[src/rtl/cdb_arbiter.sv]
// cdb_arbiter: shares the common data bus between the functional units.
// Each FU has a one-entry holding buffer with a valid/ready handshake. Every
// cycle the valid buffer whose ROB index is oldest relative to the ROB head
// is broadcast on the CDB. Ties go to the lower FU index.
//
// Ports:
//   in_clk, in_rst_n          clock, asynchronous active-low reset
//   in_fu_*                   per-FU result payloads, FU i in slice i
//   out_fu_ready              per-FU buffer can accept this cycle
//   in_rob_head_index         oldest ROB entry, the reference for age
//   in_flush                  drop all buffered and incoming results
//   out_cdb_*                 registered broadcast; done is a one-cycle pulse
//   out_conflict_count        saturating count of cycles with >=2 buffers valid
module cdb_arbiter #(
    parameter int unsigned NUM_FU       = 2,
    parameter int unsigned GPR_SIZE     = 64,
    parameter int unsigned ROB_IDX_SIZE = 4
) (
    input  logic                           in_clk,
    input  logic                           in_rst_n,
    input  logic [NUM_FU-1:0]              in_fu_done,
    input  logic [NUM_FU*ROB_IDX_SIZE-1:0] in_fu_dst_rob_index,
    input  logic [NUM_FU*GPR_SIZE-1:0]     in_fu_value,
    input  logic [NUM_FU-1:0]              in_fu_set_nzcv,
    input  logic [NUM_FU*4-1:0]            in_fu_nzcv,
    input  logic [NUM_FU-1:0]              in_fu_is_mispred,
    output logic [NUM_FU-1:0]              out_fu_ready,
    input  logic [ROB_IDX_SIZE-1:0]        in_rob_head_index,
    input  logic                           in_flush,
    output logic                           out_cdb_done,
    output logic [ROB_IDX_SIZE-1:0]        out_cdb_rob_index,
    output logic [GPR_SIZE-1:0]            out_cdb_value,
    output logic                           out_cdb_set_nzcv,
    output logic [3:0]                     out_cdb_nzcv,
    output logic                           out_cdb_is_mispred,
    output logic [15:0]                    out_conflict_count
);

    localparam int unsigned FU_IDX_W = (NUM_FU > 1) ? $clog2(NUM_FU) : 1;
    localparam int unsigned CNT_W    = 16;

    typedef struct packed {
        logic [ROB_IDX_SIZE-1:0] rob_index;
        logic [GPR_SIZE-1:0]     value;
        logic                    set_nzcv;
        logic [3:0]              nzcv;
        logic                    is_mispred;
    } cdb_payload_t;

    cdb_payload_t            fu_in     [NUM_FU];
    cdb_payload_t            buf_q     [NUM_FU];
    logic [NUM_FU-1:0]       buf_valid_q;
    logic [ROB_IDX_SIZE-1:0] age       [NUM_FU];
    logic [NUM_FU-1:0]       grant;
    logic                    grant_any;
    logic [FU_IDX_W-1:0]     grant_idx;
    logic [ROB_IDX_SIZE-1:0] best_age;
    logic [NUM_FU-1:0]       accept;
    logic                    conflict;

    // Unpack the flat per-FU input buses and compute modular age vs. head.
    always_comb begin
        for (int i = 0; i < NUM_FU; i++) begin
            fu_in[i].rob_index  = in_fu_dst_rob_index[i*ROB_IDX_SIZE +: ROB_IDX_SIZE];
            fu_in[i].value      = in_fu_value[i*GPR_SIZE +: GPR_SIZE];
            fu_in[i].set_nzcv   = in_fu_set_nzcv[i];
            fu_in[i].nzcv       = in_fu_nzcv[i*4 +: 4];
            fu_in[i].is_mispred = in_fu_is_mispred[i];
            age[i]              = ROB_IDX_SIZE'(buf_q[i].rob_index - in_rob_head_index);
        end
    end

    // Oldest-first select; strict '<' keeps the lowest FU index on ties.
    always_comb begin
        grant     = '0;
        grant_any = 1'b0;
        grant_idx = '0;
        best_age  = '0;
        for (int i = 0; i < NUM_FU; i++) begin
            if (buf_valid_q[i] && (!grant_any || (age[i] < best_age))) begin
                grant_any = 1'b1;
                grant_idx = FU_IDX_W'(i);
                best_age  = age[i];
            end
        end
        if (grant_any) begin
            grant[grant_idx] = 1'b1;
        end
    end

    // Ready: empty or draining this cycle; forced open during flush, closed in reset.
    always_comb begin
        if (!in_rst_n) begin
            out_fu_ready = '0;
        end else if (in_flush) begin
            out_fu_ready = '1;
        end else begin
            out_fu_ready = ~buf_valid_q | grant;
        end
    end

    assign accept = in_fu_done & out_fu_ready;

    // More than one bit set: clearing the lowest set bit leaves something.
    assign conflict = (buf_valid_q & NUM_FU'(buf_valid_q - NUM_FU'(1))) != '0;

    // Holding buffers: flush beats accept beats drain.
    always_ff @(posedge in_clk or negedge in_rst_n) begin
        if (!in_rst_n) begin
            buf_valid_q <= '0;
            for (int i = 0; i < NUM_FU; i++) begin
                buf_q[i] <= '0;
            end
        end else begin
            for (int i = 0; i < NUM_FU; i++) begin
                if (in_flush) begin
                    buf_valid_q[i] <= 1'b0;
                end else if (accept[i]) begin
                    buf_valid_q[i] <= 1'b1;
                    buf_q[i]       <= fu_in[i];
                end else if (grant[i]) begin
                    buf_valid_q[i] <= 1'b0;
                end
            end
        end
    end

    // CDB broadcast register; payload holds when nothing is granted.
    always_ff @(posedge in_clk or negedge in_rst_n) begin
        if (!in_rst_n) begin
            out_cdb_done       <= 1'b0;
            out_cdb_rob_index  <= '0;
            out_cdb_value      <= '0;
            out_cdb_set_nzcv   <= 1'b0;
            out_cdb_nzcv       <= '0;
            out_cdb_is_mispred <= 1'b0;
        end else if (in_flush) begin
            out_cdb_done <= 1'b0;
        end else if (grant_any) begin
            out_cdb_done       <= 1'b1;
            out_cdb_rob_index  <= buf_q[grant_idx].rob_index;
            out_cdb_value      <= buf_q[grant_idx].value;
            out_cdb_set_nzcv   <= buf_q[grant_idx].set_nzcv;
            out_cdb_nzcv       <= buf_q[grant_idx].nzcv;
            out_cdb_is_mispred <= buf_q[grant_idx].is_mispred;
        end else begin
            out_cdb_done <= 1'b0;
        end
    end

    // Saturating contention counter; survives flush.
    always_ff @(posedge in_clk or negedge in_rst_n) begin
        if (!in_rst_n) begin
            out_conflict_count <= '0;
        end else if (!in_flush && conflict && (out_conflict_count != '1)) begin
            out_conflict_count <= out_conflict_count + CNT_W'(1);
        end
    end

endmodule

[config.mk]
export PLATFORM = sky130hd
export DESIGN_NAME = cdb_arbiter
export DESIGN_NICKNAME = d
export VERILOG_FILES = /design/src/rtl/cdb_arbiter.sv
export SDC_FILE = /design/constraint.sdc
export NUM_CORES = 1
export LEC_CHECK = 0
export ABC_CLOCK_PERIOD_IN_PS = 3300
export CAP_MARGIN = 20
export CORE_MARGIN = 1
export CORE_UTILIZATION = 45
export DETAILED_ROUTE_END_ITERATION = 12
export GPL_TIMING_DRIVEN = 0
export MAX_ROUTING_LAYER = met4
export PLACE_DENSITY = 0.83
export SYNTH_ARGS = -nofsm -noshare
export SYNTH_HDL_FRONTEND = slang
export SYNTH_SLANG_ARGS = --single-unit
[constraint.sdc]
create_clock -name in_clk -period 3.3 [get_ports in_clk]
set_clock_uncertainty 0.1 [all_clocks]
set_input_delay 0.33 -clock in_clk [delete_from_list [all_inputs] [get_ports in_clk]]
set_output_delay 0.33 -clock in_clk [all_outputs]
set_load 0.05 [all_outputs]
==> impl_metrics.csv <==
group,metric,value,unit
run_status,status,"finished, violations left",
run_status,violations,"negative setup slack",
power_and_ir_drop,ir_worst_vdd,0.431,mV
layout,final_util,64.2,%
sta,rsz0062_at_grt,"true",
logic_synthesis,synth_top_area_cell,"dfrtp_1",
logic_synthesis,synth_edf_count,0,
worst_setup_path,critical_path_class,"register to register",
detailed_routing,wl_met2,14.5,mm
worst_setup_path,startpoint_type,"register",
logic_synthesis,ys_types,36,
layout,layout_common_cells,"clkdlybuf4s50_1 (246), dfrtp_1 (241), mux2_2 (90)",
clock_tree,clk_latency,520,ps
layout,final_nets,1330,
power_and_ir_drop,powerDensity,677,nW/µm²
logic_synthesis,ys_warn_count,0,
global_routing,grt_use_total,25.0,%
floorplan,die_h,155,µm
logic_synthesis,ys_ff_latch,241,
logic_synthesis,async_flop_share,100,%
sta,hold_ws,152,ps
detailed_routing,vias_per_cell,5.54,
layout,final_layout_size_suffix_gt1_share,23.1,%
sta,post-route-period-util,101,%
detailed_routing,vias,8276,
layout,mostFrequentLayoutCell,"clkdlybuf4s50_1",
clock_tree,cts.sinks,241,
detailed_routing,drt_wl_total,29.7,mm
clock_tree,clk_pin_slew,60,ps
sta,setup_viol_count_final,61,
logic_synthesis,syn_nets,1036,
detailed_routing,dr.first_iter.drc_count,445,
logic_synthesis,synth.top_cell.area_share,57.0,%
global_routing,grt_max_degree,123,
logic_synthesis,yosysSeqAreaShare,57.0,%
sta,period_minus_slack,3340,ps
worst_setup_path,worst_r2r_endpoint,"buf_q[60]$_DFFE_PN0P_",
logic_synthesis,synth_area,10600,µm²
power_and_ir_drop,leakagePower,6.23,nW
logic_synthesis,synth_area_per_cell,12.2,µm²
placed_design,port_buffers,249,
clock_tree,cts_tree,"built",
min_path,holdCritPathClass,"primary input to asynchronous set/reset pin",
floorplan,die_area,24100,µm²
clock_tree,cts-root-buf,"clkbuf_16",
sta,tightestPinTransition,758,ps
global_routing,grt_pass1_wl,45.7,mm
sta,hold_viol_final,0,
clock_tree,cts_buffer_depth,3,
worst_setup_path,cp.arrival,3640,ps
detailed_routing,drt_first_pass_iters,5,
sta,max_freq,299,MHz
detailed_routing,wl_met3,2.00,mm
detailed_routing,post_drt_wl_per_cell,19.9,µm
worst_setup_path,worstSetupEndpointType,"register",
run,maxCapViolations,0,
placed_design,dp.final_hpwl,20.2,mm
detailed_routing,highest_layer,"met4",
sta,timing.final.ws_setup,-40.4,ps
floorplan,core_area,22800,µm²
floorplan,pin_count,250,
logic_synthesis,synth_area_leaders,"dfrtp_1 (57%), mux2_2 (9.6%), mux2_4 (8.5%)",
floorplan,die_w,155,µm
logic_synthesis,synth_flop_cell,"dfrtp_1",
placed_design,gp_congestion,0.923,
global_routing,grt_pass1_vias,8522,
detailed_routing,ant_nets,0,
worst_setup_path,worst-path-max-fanout,10,
clock_tree,cts_buffers,26,
clock_tree,htreeDepth,1,
global_routing,grt_overflow,0,
worst_setup_path,rrSetupSlack,-40,ps
placed_design,preCtsSetupSlack,-988,ps
detailed_routing,wl_met1,12.1,mm
worst_setup_path,crit_required,3600,ps
worst_setup_path,r2r_cells,13,
logic_synthesis,syn_inst,867,
detailed_routing,drc_errors,0,
sta,slew_viol_final,0,
worst_setup_path,rr_startpoint,"buf_q[144]$_DFFE_PN0P_",
floorplan,initial_core_util,46.3,%
sta,slew_headroom,49.5,%
global_routing,antenna_found_initial,1,
layout,syn_to_final_growth,38.6,%
floorplan,row_count,55,
[synth_stat cells, types with 6 or more instances]
master,instances
ha_1,10
nor2_1,80
xor2_1,7
buf_6,12
nand3_1,6
clkbuf_1,38
mux2_4,60
buf_2,6
a21oi_1,80
nand2_1,10
xnor2_1,10
dfrtp_1,241
o21ai_0,78
a31oi_1,79
inv_1,9
mux2_2,90
buf_1,9
[layer usage]
| layer | up-vias | GRT usage [%] |
|---|---|---|
| met5 | - | - |
| met4 | 0 | 9.85 |
| met3 | 80 | 4.21 |
| met2 | 355 | 40.7 |
| met1 | 4129 | 31.2 |
| li1 | 3712 | - |
[power breakdown]
part | switching, mW | internal (mW)
registers | 0.374 | 3.56
logic | 1.75 | 1.28
clock network | 1.17 | 1.79
total | 3.30 | 6.63
[worst max-delay path by stage]
| stage | cells past startpoint | slack (ps) | start | to |
|---|---|---|---|---|
| global placement | 1 | -8380 | in_rst_n | buf_q[122]$_DFFE_PN0P_ |
| detailed placement | 14 | -990 | in_rob_head_index[1] | out_cdb_value[6]$_DFFE_PN0P_ |
| floorplan | 13 | 280 | in_rob_head_index[1] | buf_q[10]$_DFFE_PN0P_ |
| finish | 13 | -40 | buf_q[144]$_DFFE_PN0P_ | buf_q[60]$_DFFE_PN0P_ |
| CTS | 11 | -2 | buf_q[145]$_DFFE_PN0P_ | out_fu_ready[1] |
| global route | 13 | -160 | buf_q[145]$_DFFE_PN0P_ | buf_q[64]$_DFFE_PN0P_ |
[flip-flops by register name (all words and copies together), names as in the netlist]
name                count
out_cdb_done            1
out_cdb_set_nzcv        1
out_cdb_rob_index       4
out_conflict_count     16
buf_q                 148
out_cdb_is_mispred      1
out_cdb_nzcv            4
buf_valid_q             2
out_cdb_value          64
[final cells by class]
cell class                 instances  area, µm²
tap                              313        392
buffer                            67        418
timing repair buffer             266       2680
fill                            1741       8180
antenna                            1       2.50
inverter                           9       33.8
clock buffer                      37        773
sequential                       241       6030
clock inverter                    11        111
multi-input combinational        550       4230
[critical path, stage by stage, from the launching register on]
cell	delay (ps)
dfrtp_1	390
inv_1	70
ha_2	200
inv_1	60
fa_2	520
nand2_1	50
ha_1	200
and4bb_4	340
o31ai_4	90
buf_4	170
a21oi_1	260
buf_6	240
buf_6	210
mux2_4	320
[logic make-up after synthesis]
kind of cell	after synthesis	synth area share, %
AND/OR/NAND/NOR	122	5.13
multiplexers	150	18.1
adder cells (fa/ha/maj)	12	1.56
AO/OA/AOI/OAI	249	13.1
XOR/XNOR	17	1.41
flip-flops	241	57.0
buffers and inverters	76	3.69
[metrics by stage]
stage	TNS (ps)	cells	instance area, µm²	power (mW)
floorplan	0	867	10600	5.75
global placement	-3155280	1429	13500	6.79
detailed placement	-143870	1431	13500	6.88
CTS	-1.80	1493	14600	9.95
global route	-9940	1495	14700	10.3
finish	-1590	1495	14700	9.93
[timing repair]
action,in CTS,in global routing
setup buffers,13,2
hold buffers,1,0
pin swaps,5,7
hold endpoints to repair,150,0
setup endpoints to repair,187,192
resized for setup,24,56
No activity file was read; power rests on OpenSTA's default activity.
